==> config.mk <==
export PLATFORM = sky130hd
export DESIGN_NAME = iomem_timer
export DESIGN_NICKNAME = d
export VERILOG_FILES = /design/src/rtl/iomem_timer.sv
export SDC_FILE = /design/constraint.sdc
export NUM_CORES = 1
export LEC_CHECK = 0
export CAP_MARGIN = 20
export CORE_MARGIN = 4
export CORE_UTILIZATION = 38
export DETAILED_ROUTE_END_ITERATION = 16
export DONT_BUFFER_PORTS = 1
export PLACE_DENSITY_LB_ADDON = 0.05
export SLEW_MARGIN = 20
export SYNTH_ARGS = -nofsm -noshare
export SYNTH_HDL_FRONTEND = slang
export SYNTH_SLANG_ARGS = --single-unit
==> constraint.sdc <==
create_clock -name clk -period 4.1 [get_ports clk]
set_input_delay 0.41 -clock clk [delete_from_list [all_inputs] [get_ports clk]]
set_output_delay 0.41 -clock clk [all_outputs]
set_load 0.03 [all_outputs]
==> src/rtl/iomem_timer.sv <==
// rtl/iomem_timer.sv - iomem-bus countdown timer with prescaler, auto-reload and level irq
// Optional CMP register and PWM output are built when IOMEM_TIMER_PWM_EN is defined.
module iomem_timer #(
  parameter logic [31:0] BASE_ADDR  = 32'h0300_0000,
  parameter int          PRESCALE_W = 16
) (
  input  logic        clk,
  input  logic        reset,
  input  logic        iomem_valid,
  output logic        iomem_ready,
  input  logic [3:0]  iomem_wstrb,
  input  logic [31:0] iomem_addr,
  input  logic [31:0] iomem_wdata,
  output logic [31:0] iomem_rdata,
  output logic        irq,
  output logic        pwm_out
);

  localparam logic [7:0] OFF_CTRL     = 8'h00;
  localparam logic [7:0] OFF_PRESCALE = 8'h04;
  localparam logic [7:0] OFF_RELOAD   = 8'h08;
  localparam logic [7:0] OFF_COUNT    = 8'h0C;
  localparam logic [7:0] OFF_STATUS   = 8'h10;
  localparam logic [7:0] OFF_CMP      = 8'h14;

  logic                  ctrl_en, ctrl_auto, ctrl_irq_en;
  logic [PRESCALE_W-1:0] prescale, pcnt;
  logic [31:0]           reload, count;
  logic                  expired;
  logic [31:0]           cmp;

  logic        sel, accept, wr_en;
  logic [7:0]  off;
  logic [31:0] rd_val, wr_word;
  logic        wr_ctrl, wr_prescale, wr_reload, wr_count, wr_status, wr_cmp;
  logic        tick, expire;

  assign off    = iomem_addr[7:0];
  assign sel    = iomem_valid && (iomem_addr[31:8] == BASE_ADDR[31:8]);
  assign accept = sel && !iomem_ready;
  assign wr_en  = accept && (iomem_wstrb != 4'b0000);

`ifdef IOMEM_TIMER_PWM_EN
  localparam bit HAS_CMP = 1'b1;
`else
  localparam bit HAS_CMP = 1'b0;
  assign cmp = 32'd0;
`endif

  always_comb begin
    rd_val = 32'd0;
    case (off)
      OFF_CTRL:     rd_val = {29'd0, ctrl_irq_en, ctrl_auto, ctrl_en};
      OFF_PRESCALE: rd_val = 32'(prescale);
      OFF_RELOAD:   rd_val = reload;
      OFF_COUNT:    rd_val = count;
      OFF_STATUS:   rd_val = {31'd0, expired};
      OFF_CMP:      rd_val = HAS_CMP ? cmp : 32'd0;
      default:      rd_val = 32'd0;
    endcase
  end

  // The read view is the current register value, so merging strobed lanes into it gives the write result.
  always_comb begin
    for (int b = 0; b < 4; b++) begin
      wr_word[8*b +: 8] = iomem_wstrb[b] ? iomem_wdata[8*b +: 8] : rd_val[8*b +: 8];
    end
  end

  assign wr_ctrl     = wr_en && (off == OFF_CTRL);
  assign wr_prescale = wr_en && (off == OFF_PRESCALE);
  assign wr_reload   = wr_en && (off == OFF_RELOAD);
  assign wr_count    = wr_en && (off == OFF_COUNT);
  assign wr_status   = wr_en && (off == OFF_STATUS);
  assign wr_cmp      = wr_en && (off == OFF_CMP) && HAS_CMP;

  assign tick   = ctrl_en && (pcnt == prescale);
  assign expire = tick && (count == 32'd0);

  always_ff @(posedge clk) begin
    if (reset) begin
      iomem_ready <= 1'b0;
      iomem_rdata <= 32'd0;
    end else begin
      iomem_ready <= accept;
      iomem_rdata <= accept ? rd_val : 32'd0;
    end
  end

  always_ff @(posedge clk) begin
    if (reset) begin
      ctrl_en     <= 1'b0;
      ctrl_auto   <= 1'b0;
      ctrl_irq_en <= 1'b0;
      prescale    <= '0;
      pcnt        <= '0;
      reload      <= 32'd0;
      count       <= 32'd0;
      expired     <= 1'b0;
      irq         <= 1'b0;
    end else begin
      if (wr_ctrl) begin
        ctrl_en     <= wr_word[0];
        ctrl_auto   <= wr_word[1];
        ctrl_irq_en <= wr_word[2];
      end else if (expire && !ctrl_auto) begin
        ctrl_en <= 1'b0;
      end

      if (wr_prescale) prescale <= wr_word[PRESCALE_W-1:0];
      if (wr_reload)   reload   <= wr_word;

      if ((wr_ctrl && !wr_word[0]) || wr_prescale) pcnt <= '0;
      else if (ctrl_en) pcnt <= tick ? '0 : pcnt + PRESCALE_W'(1);

      // A bus write to COUNT overrides both decrement and reload on the same edge.
      if (wr_count) count <= wr_word;
      else if (tick) begin
        if (count != 32'd0) count <= count - 32'd1;
        else if (ctrl_auto) count <= reload;
      end

      if (expire) expired <= 1'b1;
      else if (wr_status && iomem_wstrb[0] && iomem_wdata[0]) expired <= 1'b0;

      irq <= expired && ctrl_irq_en;
    end
  end

`ifdef IOMEM_TIMER_PWM_EN
  always_ff @(posedge clk) begin
    if (reset) begin
      cmp     <= 32'd0;
      pwm_out <= 1'b0;
    end else begin
      if (wr_cmp) cmp <= wr_word;
      pwm_out <= ctrl_en && (count < cmp);
    end
  end
`else
  assign pwm_out = 1'b0;
`endif

endmodule
==> key figures, run 1 <==
Run status
  • Status: finished clean

Timing
  • Setup TNS: 0 ns
  • Period utilisation layout: 73.6%
  • Slew HR: 27.5%
  • Worst clock skew: 0.0100 ns
  • Slew Viols, Final: 0
  • Count of final hold-check violations: 0
  • Worst-Margin Slew: 1.09 ns
  • Final setup fails: 0
  • RSZ-0062 raised after global routing: no
  • Peak Freq: 0.331 GHz
  • Tmin final: 3.02 ns
  • Setup WS post-layout: 1.08 ns

Cells and area
  • Area grow syn2layout: 10.8%
  • Highest-count cells in the layout ignoring fill and taps: 146 x nand2_1, 134 x dfxtp_1, 131 x nor2_1, 66 x a21oi_1, 51 x o21ai_0
  • Utilization after layout: 43.2%
  • Final Net Count: 978
  • Most common cell after layout, fill and taps aside: nand2_1
  • Post-route cell area: 0.00813 sq mm
  • Antenna diodes: 0
  • # fillers: 1930
  • Share of cells above drive strength 1: 12.0%

Floorplanning
  • Die area: 0.0216 sq mm
  • Boundary pin count: 106
  • Initial core utilization: 38.9%
  • Die Wd: 147 um
  • Core box area: 0.0188 sq mm
  • Cell Rows: 50
  • Chip height: 147 um

Routing
  • Routed vias: 6749
  • Routed WL: 24.0 mm
  • Avg WL per Cell: 20.4 um
  • Post-DRT Antenna Nets: 0
  • Drc violations: 0
  • Via/cell ratio: 5.73
  • Drt pass-1 iters: 5
  • 1st-iter DRT viols: 638

Logic synthesis
  • Post-synth EDFFs: 0
  • Top FF cell, synth: dfxtp_1
  • Asr flop ratio synth: 0%
  • Post-synthesis cell area: 0.00733 sq mm
  • Synth cell types: 80
  • Syn. warnings: 0
  • Synthesized Nets: 1008
  • Syn avg cell area: 7.85 sq um
  • Register area share after synthesis: 36.6%
  • Post-synthesis register bit count: 134
  • Syn Inst Count: 934

Global routing
  • Gr ovfl total: 0
  • First-pass GRT wire length: 37.5 mm
  • Largest net degree at the start of global routing: 78
  • Vias in the first global route: 6721
  • Total Routing Usage GR: 21.7%
  • Initial antenna violation count: 0

CTS
  • CTS Buf Count: 17
  • Max Buffers Root-to-Sink: 2
  • Hold_buf cts: 0
  • Number of setup buffers added after CTS: 0
  • Clock transition at path regs: 0.06 ns
  • Clock root buffer: clkbuf_16
  • H-Tree Level Count: 4
  • Worst skew pair latency: 0.42 ns
  • Clk sinks: 134
  • Post-cts resize count: 0
  • TritonCTS clock tree: built

Hold path
  • Hold Path Class: input pin to flip-flop
  • WHS Endpoint: count[0]$_SDFFE_PP0P_
  • Hold path cells: 1
  • HP Start: reset

Place
  • Hpwl dp: 17.0 mm
  • Placed Area: 0.00749 sq mm
  • Place WS: 1.12 ns
  • Port Buffer Count: 0
  • GP Congestion: 0.888

Setup path
  • CP arrival: 3.32 ns
  • Crit path capture type: flip-flop
  • CP Launch Type: flip-flop
  • Worst R2R End: count[13]$_SDFFE_PP0P_
  • Reg2reg path depth: 8
  • CP Data Required Time: 4.40 ns
  • Flop2flop setup slack: 1.08 ns
  • RR Startpoint: count[10]$_SDFFE_PP0P_
  • CP Class: flip-flop to flip-flop
  • Crit-path max FO: 12

Run
  • Max Cap Viol: 0

Power and ir drop
  • Power density cells: 373 mW/mm^2
  • P_leak: 2.93 nW
  • Peak VDD IR: 0.000263 V
## synthesized netlist by cell type (3+ instances only)
master	instances	area share [%]
nand2_1	146	7.5
dfxtp_1	134	37
nor2_1	131	6.7
a21oi_1	66	4.5
o21ai_0	51	3.5
clkbuf_1	46	2.4
mux2_2	28	4.3
nor3_1	25	1.7
xor2_1	23	2.7
a211oi_1	22	2.3
nand3_1	18	1.2
nand4_1	16	1.4
nor4_1	16	1.4
mux2i_1	15	2.0
xnor2_1	14	1.7
a22o_1	13	1.6
inv_1	11	0.56
or3_1	11	0.94
and3_1	9	0.77
or4_1	8	0.82
a31oi_1	7	0.60
buf_1	6	0.31
buf_2	6	0.41
nand2b_1	6	0.51
o211ai_1	6	0.61
nor3b_1	5	0.51
o21ai_1	5	0.34
a211o_1	4	0.48
buf_4	4	0.41
nor3_2	4	0.55
nor4_2	4	0.68
o31ai_1	4	0.41
and4_1	3	0.36
buf_6	3	0.46
ha_1	3	0.51
nor2b_1	3	0.26
nor4b_1	3	0.36
o22ai_1	3	0.26
## flip-flops by register name, indices dropped and copies added, names as in the netlist
register	flops
count	32
ctrl_auto	1
ctrl_en	1
ctrl_irq_en	1
expired	1
iomem_rdata	32
iomem_ready	1
irq	1
pcnt	16
prescale	16
reload	32
## metal layers
metal,vias up,part of all wire [%],track usage [%]
met4,0,1.8,6.43
met1,3237,47,29.7
met3,25,5.2,3.49
li1,3257,-,-
met5,-,0,0
met2,230,46,35.4
## through the flow
step                      hold slack (ns)  total power (W)  instances
after floorplan                     0.439          0.00140        934
after global placement              0.450          0.00139       1145
after detailed placement            0.453          0.00139       1145
after CTS                          0.0523          0.00306       1177
after global routing               0.0516          0.00311       1177
final                              0.0518          0.00303       1177
## worst max-delay path, stage by stage, from the launching register on
cell and delay [ns]:
dfxtp_1 0.36, or4_4 0.58, nor4_4 0.53, nand4_4 0.26, o211ai_2 0.51, buf_4 0.30
a21oi_1 0.06, o21ai_0 0.19, o31ai_1 0.10
## how the worst max path moves through the flow
stage,from,end,cells past startpoint
final,count[10]$_SDFFE_PP0P_,count[13]$_SDFFE_PP0P_,8
after global routing,count[10]$_SDFFE_PP0P_,count[3]$_SDFFE_PP0P_,8
after CTS,count[10]$_SDFFE_PP0P_,count[18]$_SDFFE_PP0P_,8
after detailed placement,count[10]$_SDFFE_PP0P_,count[13]$_SDFFE_PP0P_,8
after global placement,count[10]$_SDFFE_PP0P_,count[13]$_SDFFE_PP0P_,8
after floorplan,iomem_addr[5],count[21]$_SDFFE_PP0P_,7
## cells by family after synthesis
| kind of cell | count (synthesis) | synth area share, % |
|---|---|---|
| AND/OR/NAND/NOR | 429 | 28.8 |
| AO/OA/AOI/OAI | 209 | 18.2 |
| flip-flops | 134 | 36.6 |
| buffers and inverters | 76 | 4.50 |
| multiplexers | 45 | 6.96 |
| XOR/XNOR | 37 | 4.42 |
| adder cells (fa/ha/maj) | 3 | 0.512 |
| other | 1 | 0.0511 |
## power breakdown
group	switching, W	internal (W)
clock	0.000630	0.00104
combinational	0.0000349	0.0000197
sequential	0.00000000000123	0.00130
## cell type report
| class | count | area (sq um) | area share [%] |
|---|---|---|---|
| clock buffers | 19 | 443 | 5.45 |
| clock inverters | 13 | 195 | 2.40 |
| multi-input cells | 724 | 4320 | 53.2 |
| well taps | 260 | 325 | 4.00 |
| repair buffers | 16 | 120 | 1.48 |
| flip-flops and latches | 134 | 2680 | 33.0 |
| inverters | 11 | 41.3 | 0.508 |
(Power assumes the default switching activity.)
==> run 2: changes to the inputs <==
==> constraint.sdc (replaced) <==
create_clock -name clk -period 2.64 [get_ports clk]
set_input_delay 0.264 -clock clk [delete_from_list [all_inputs] [get_ports clk]]
set_output_delay 0.264 -clock clk [all_outputs]
set_load 0.03 [all_outputs]
==> run 2 against run 1 <==
Net effect: the run now ends with negative setup slack left; sequential share of layout area is 2.2 points lower; combinational power rose by 120%; clock power is 51% higher; first-iteration DRC count is 3.0% lower; flip-flop and latch count unchanged; sequential power increased by 55%; register-to-register slack got worse by 1.1 ns; routed wire length grew 5.2%; total power up 54%; global-route usage increased by 1.6 points; maximum frequency grew 14%.
==> key figures, run 2 (synthesis gave the netlist of run 1 again) <==
Setup path
  • Critical path, cell by cell: xor2_1, or4_1, or4_1, nor3_2, nand3_1, nand2_1, o32ai_1
  • Flop2flop setup slack: -0.02 ns (-1.10 ns)
  • Worst path buffer plus inverter count: 0 (-1)
  • Worst R2R End: count[26]$_SDFFE_PP0P_
  • CP Class: flip-flop to flip-flop
  • CP arrival: 2.95 ns (-0.37 ns)
  • Reg2reg path depth: 7 (-1)
  • CP Data Required Time: 2.94 ns (-1.46 ns)
  • Worst path max stage delay: 0.58 ns (about the same)
  • CP max-delay cell: or4_1
  • CP Launch Type: flip-flop
  • RR Startpoint: pcnt[3]$_SDFFE_PP0P_
  • CP dominant cell by count: or4_1
  • Crit-path max FO: 7 (-5)
  • CP top delay family: simple AND/OR/NAND/NOR gates
  • Crit path capture type: flip-flop

Floorplanning
  • Initial core utilization: 38.9% (unchanged)
  • Cell Rows: 50 (unchanged)
  • Boundary pin count: 106 (unchanged)
  • Core box area: 0.0188 sq mm (unchanged)
  • Die area: 0.0216 sq mm (unchanged)
  • Die Wd: 147 um (unchanged)
  • Chip height: 147 um (unchanged)

Run
  • Max Cap Viol: 0 (unchanged)

Routing
  • Routed vias: 7075 (+4.8%)
  • Routed WL: 25.3 mm (+5.2%)
  • Drc violations: 0 (unchanged)
  • Via/cell ratio: 5.71 (-0.42%)
  • Post-DRT Antenna Nets: 0 (unchanged)
  • Drt pass-1 iters: 5 (unchanged)
  • Avg WL per Cell: 20.4 um (about the same)
  • 1st-iter DRT viols: 619 (-3.0%)

Timing
  • Worst clock skew: 0.0134 ns (+0.00334 ns)
  • RSZ-0062 raised after global routing: yes
  • Slew HR: 57.0% (+30 points)
  • WHS: 0.0504 ns (-0.00144 ns)
  • Count of final hold-check violations: 0 (unchanged)
  • Slew Viols, Final: 0 (unchanged)
  • Tmin final: 2.66 ns (-0.364 ns)
  • Final setup fails: 2 (+2)
  • Worst-Margin Slew: 0.642 ns (-0.446 ns)
  • Peak Freq: 0.377 GHz (+14%)
  • Setup TNS: -0.0311 ns (-0.0311 ns)
  • Period utilisation layout: 101% (+27 points)
  • Setup WS post-layout: -0.0156 ns (-1.10 ns)

Power and ir drop
  • Power density cells: 536 mW/mm^2 (+44%)
  • Peak VDD IR: 0.000350 V (+33%)
  • P_leak: 3.29 nW (+12%)

Place
  • GP Congestion: 0.934 (+5.2%)
  • Hpwl dp: 17.6 mm (+3.6%)
  • Inst Count DP: 1198 (+4.6%)
  • Port Buffer Count: 0 (unchanged)
  • Place WS: 0.0332 ns (-1.09 ns)

CTS
  • Clk sinks: 134 (unchanged)
  • CTS Buf Count: 17 (unchanged)
  • H-Tree Level Count: 4 (unchanged)
  • Clock transition at path regs: 0.06 ns (about the same)
  • Max Buffers Root-to-Sink: 2 (unchanged)
  • Worst skew pair latency: 0.43 ns (about the same)
  • Clock root buffer: clkbuf_16
  • TritonCTS clock tree: built

Cells and area
  • Most common cell after layout, fill and taps aside: nand2_1
  • Share of cells above drive strength 1: 18.3% (+6.3 points)
  • Utilization after layout: 46.2% (+3.1 points)
  • Highest-count cells in the layout ignoring fill and taps: 146 x nand2_1, 134 x dfxtp_1, 131 x nor2_1, 73 x buf_4, 66 x a21oi_1
  • Antenna diodes: 0 (unchanged)
  • Regs by FF count: count (32), iomem_rdata (32), reload (32)
  • Area grow syn2layout: 18.7%
  • Layout Cells excl Fill: 1239 (+5.3%)
  • Final Net Count: 1040 (+6.3%)

Run status
  • Status: finished, violations left
  • Violated checks: negative setup slack

Global routing
  • Gr ovfl total: 0 (unchanged)
  • Initial antenna violation count: 0 (unchanged)
  • Vias in the first global route: 6961 (+3.6%)
  • First-pass GRT wire length: 39.7 mm (+5.9%)
  • Largest net degree at the start of global routing: 73 (-6.4%)
  • Total Routing Usage GR: 23.3% (+1.6 points)

Hold path
  • Hold Path Class: input pin to flip-flop
  • HP Start: iomem_addr[3]
  • WHS Endpoint: iomem_rdata[30]$_SDFF_PP0_
  • Hold path cells: 2 (+1)
==> run 2: cell types whose count changed in the layout (fill, tap and decap cells not counted), sizes merged <==
cell    change
bufinv      -1
inv         +3
buf        +62
clkbuf      -2
==> run 2: area by class of cell <==
type	count	area, sq um
Clock buffer	17	425
Clock inverter	15	193
Fill cell	1914	10100
Inverter	11	41.3
Multi-Input combinational cell	724	4380
Sequential cell	134	2680
Tap cell	260	325
Timing Repair Buffer	78	656
==> run 2: repair_timing <==
action                                  4_1_cts  5_1_grt
hold buffers                                  1        0
hold endpoints to repair                     72        0
pin swaps                                     1        2
buffers inserted                              5        3
resized for setup                             0        9
endpoints found under the setup margin        1       38
==> run 2: worst reg2reg max path, delay by kind of cell (launching register included) <==
family	cells	cell delay, ns
flip-flops	1	0.35
XOR/XNOR	1	0.19
AO/OA/AOI/OAI	1	0.08
AND/OR/NAND/NOR	5	1.92
==> run 2: where the power goes <==
group | internal (W) | leakage [nW] | switching [W]
logic | 0.0000438 | 1.92 | 0.0000787
clock network | 0.00151 | 0.295 | 0.00101
registers | 0.00202 | 1.08 | 0.000000000000543
total | 0.00358 | 3.29 | 0.00109
==> run 2: worst max path at each step <==
| stage | startpoint | endpoint | slack, ns | depth (start not counted) |
|---|---|---|---|---|
| global route | pcnt[9]$_SDFFE_PP0P_ | count[26]$_SDFFE_PP0P_ | -0.12 | 7 |
| CTS | pcnt[13]$_SDFFE_PP0P_ | count[26]$_SDFFE_PP0P_ | 0.009 | 7 |
| floorplan | count[10]$_SDFFE_PP0P_ | count[23]$_SDFFE_PP0P_ | 0.25 | 7 |
| finish | pcnt[3]$_SDFFE_PP0P_ | count[26]$_SDFFE_PP0P_ | -0.02 | 7 |
| global placement | pcnt[9]$_SDFFE_PP0P_ | count[26]$_SDFFE_PP0P_ | 0.06 | 7 |
| detailed placement | pcnt[9]$_SDFFE_PP0P_ | count[26]$_SDFFE_PP0P_ | 0.03 | 7 |
==> run 2: metal layers <==
layer  part of all wire, %  track usage (%)  up-vias
li1                      -                -     3390
met1                    48             33.0     3377
met2                    44             35.7      268
met3                   6.1             4.57       40
met5                     0                0        -
met4                   2.2             7.22        0
==> run 2: per-stage QoR <==
step	instance area, sq um	total power [W]
after floorplan	7330	0.00217
after global placement	7930	0.00216
after detailed placement	7930	0.00216
after CTS	8610	0.00472
after global routing	8700	0.00483
final	8700	0.00467
==> run 3: changes to the inputs <==
--- a/config.mk
+++ b/config.mk
@@ -8,6 +8,8 @@
 export CAP_MARGIN = 20
 export CORE_MARGIN = 4
 export CORE_UTILIZATION = 38
+export CTS_CLUSTER_DIAMETER = 120
+export CTS_CLUSTER_SIZE = 28
 export DETAILED_ROUTE_END_ITERATION = 16
 export DONT_BUFFER_PORTS = 1
 export PLACE_DENSITY_LB_ADDON = 0.05
==> results of run 3 <==
Same layout as run 2: the final DEF is identical, and so are final timing and power.
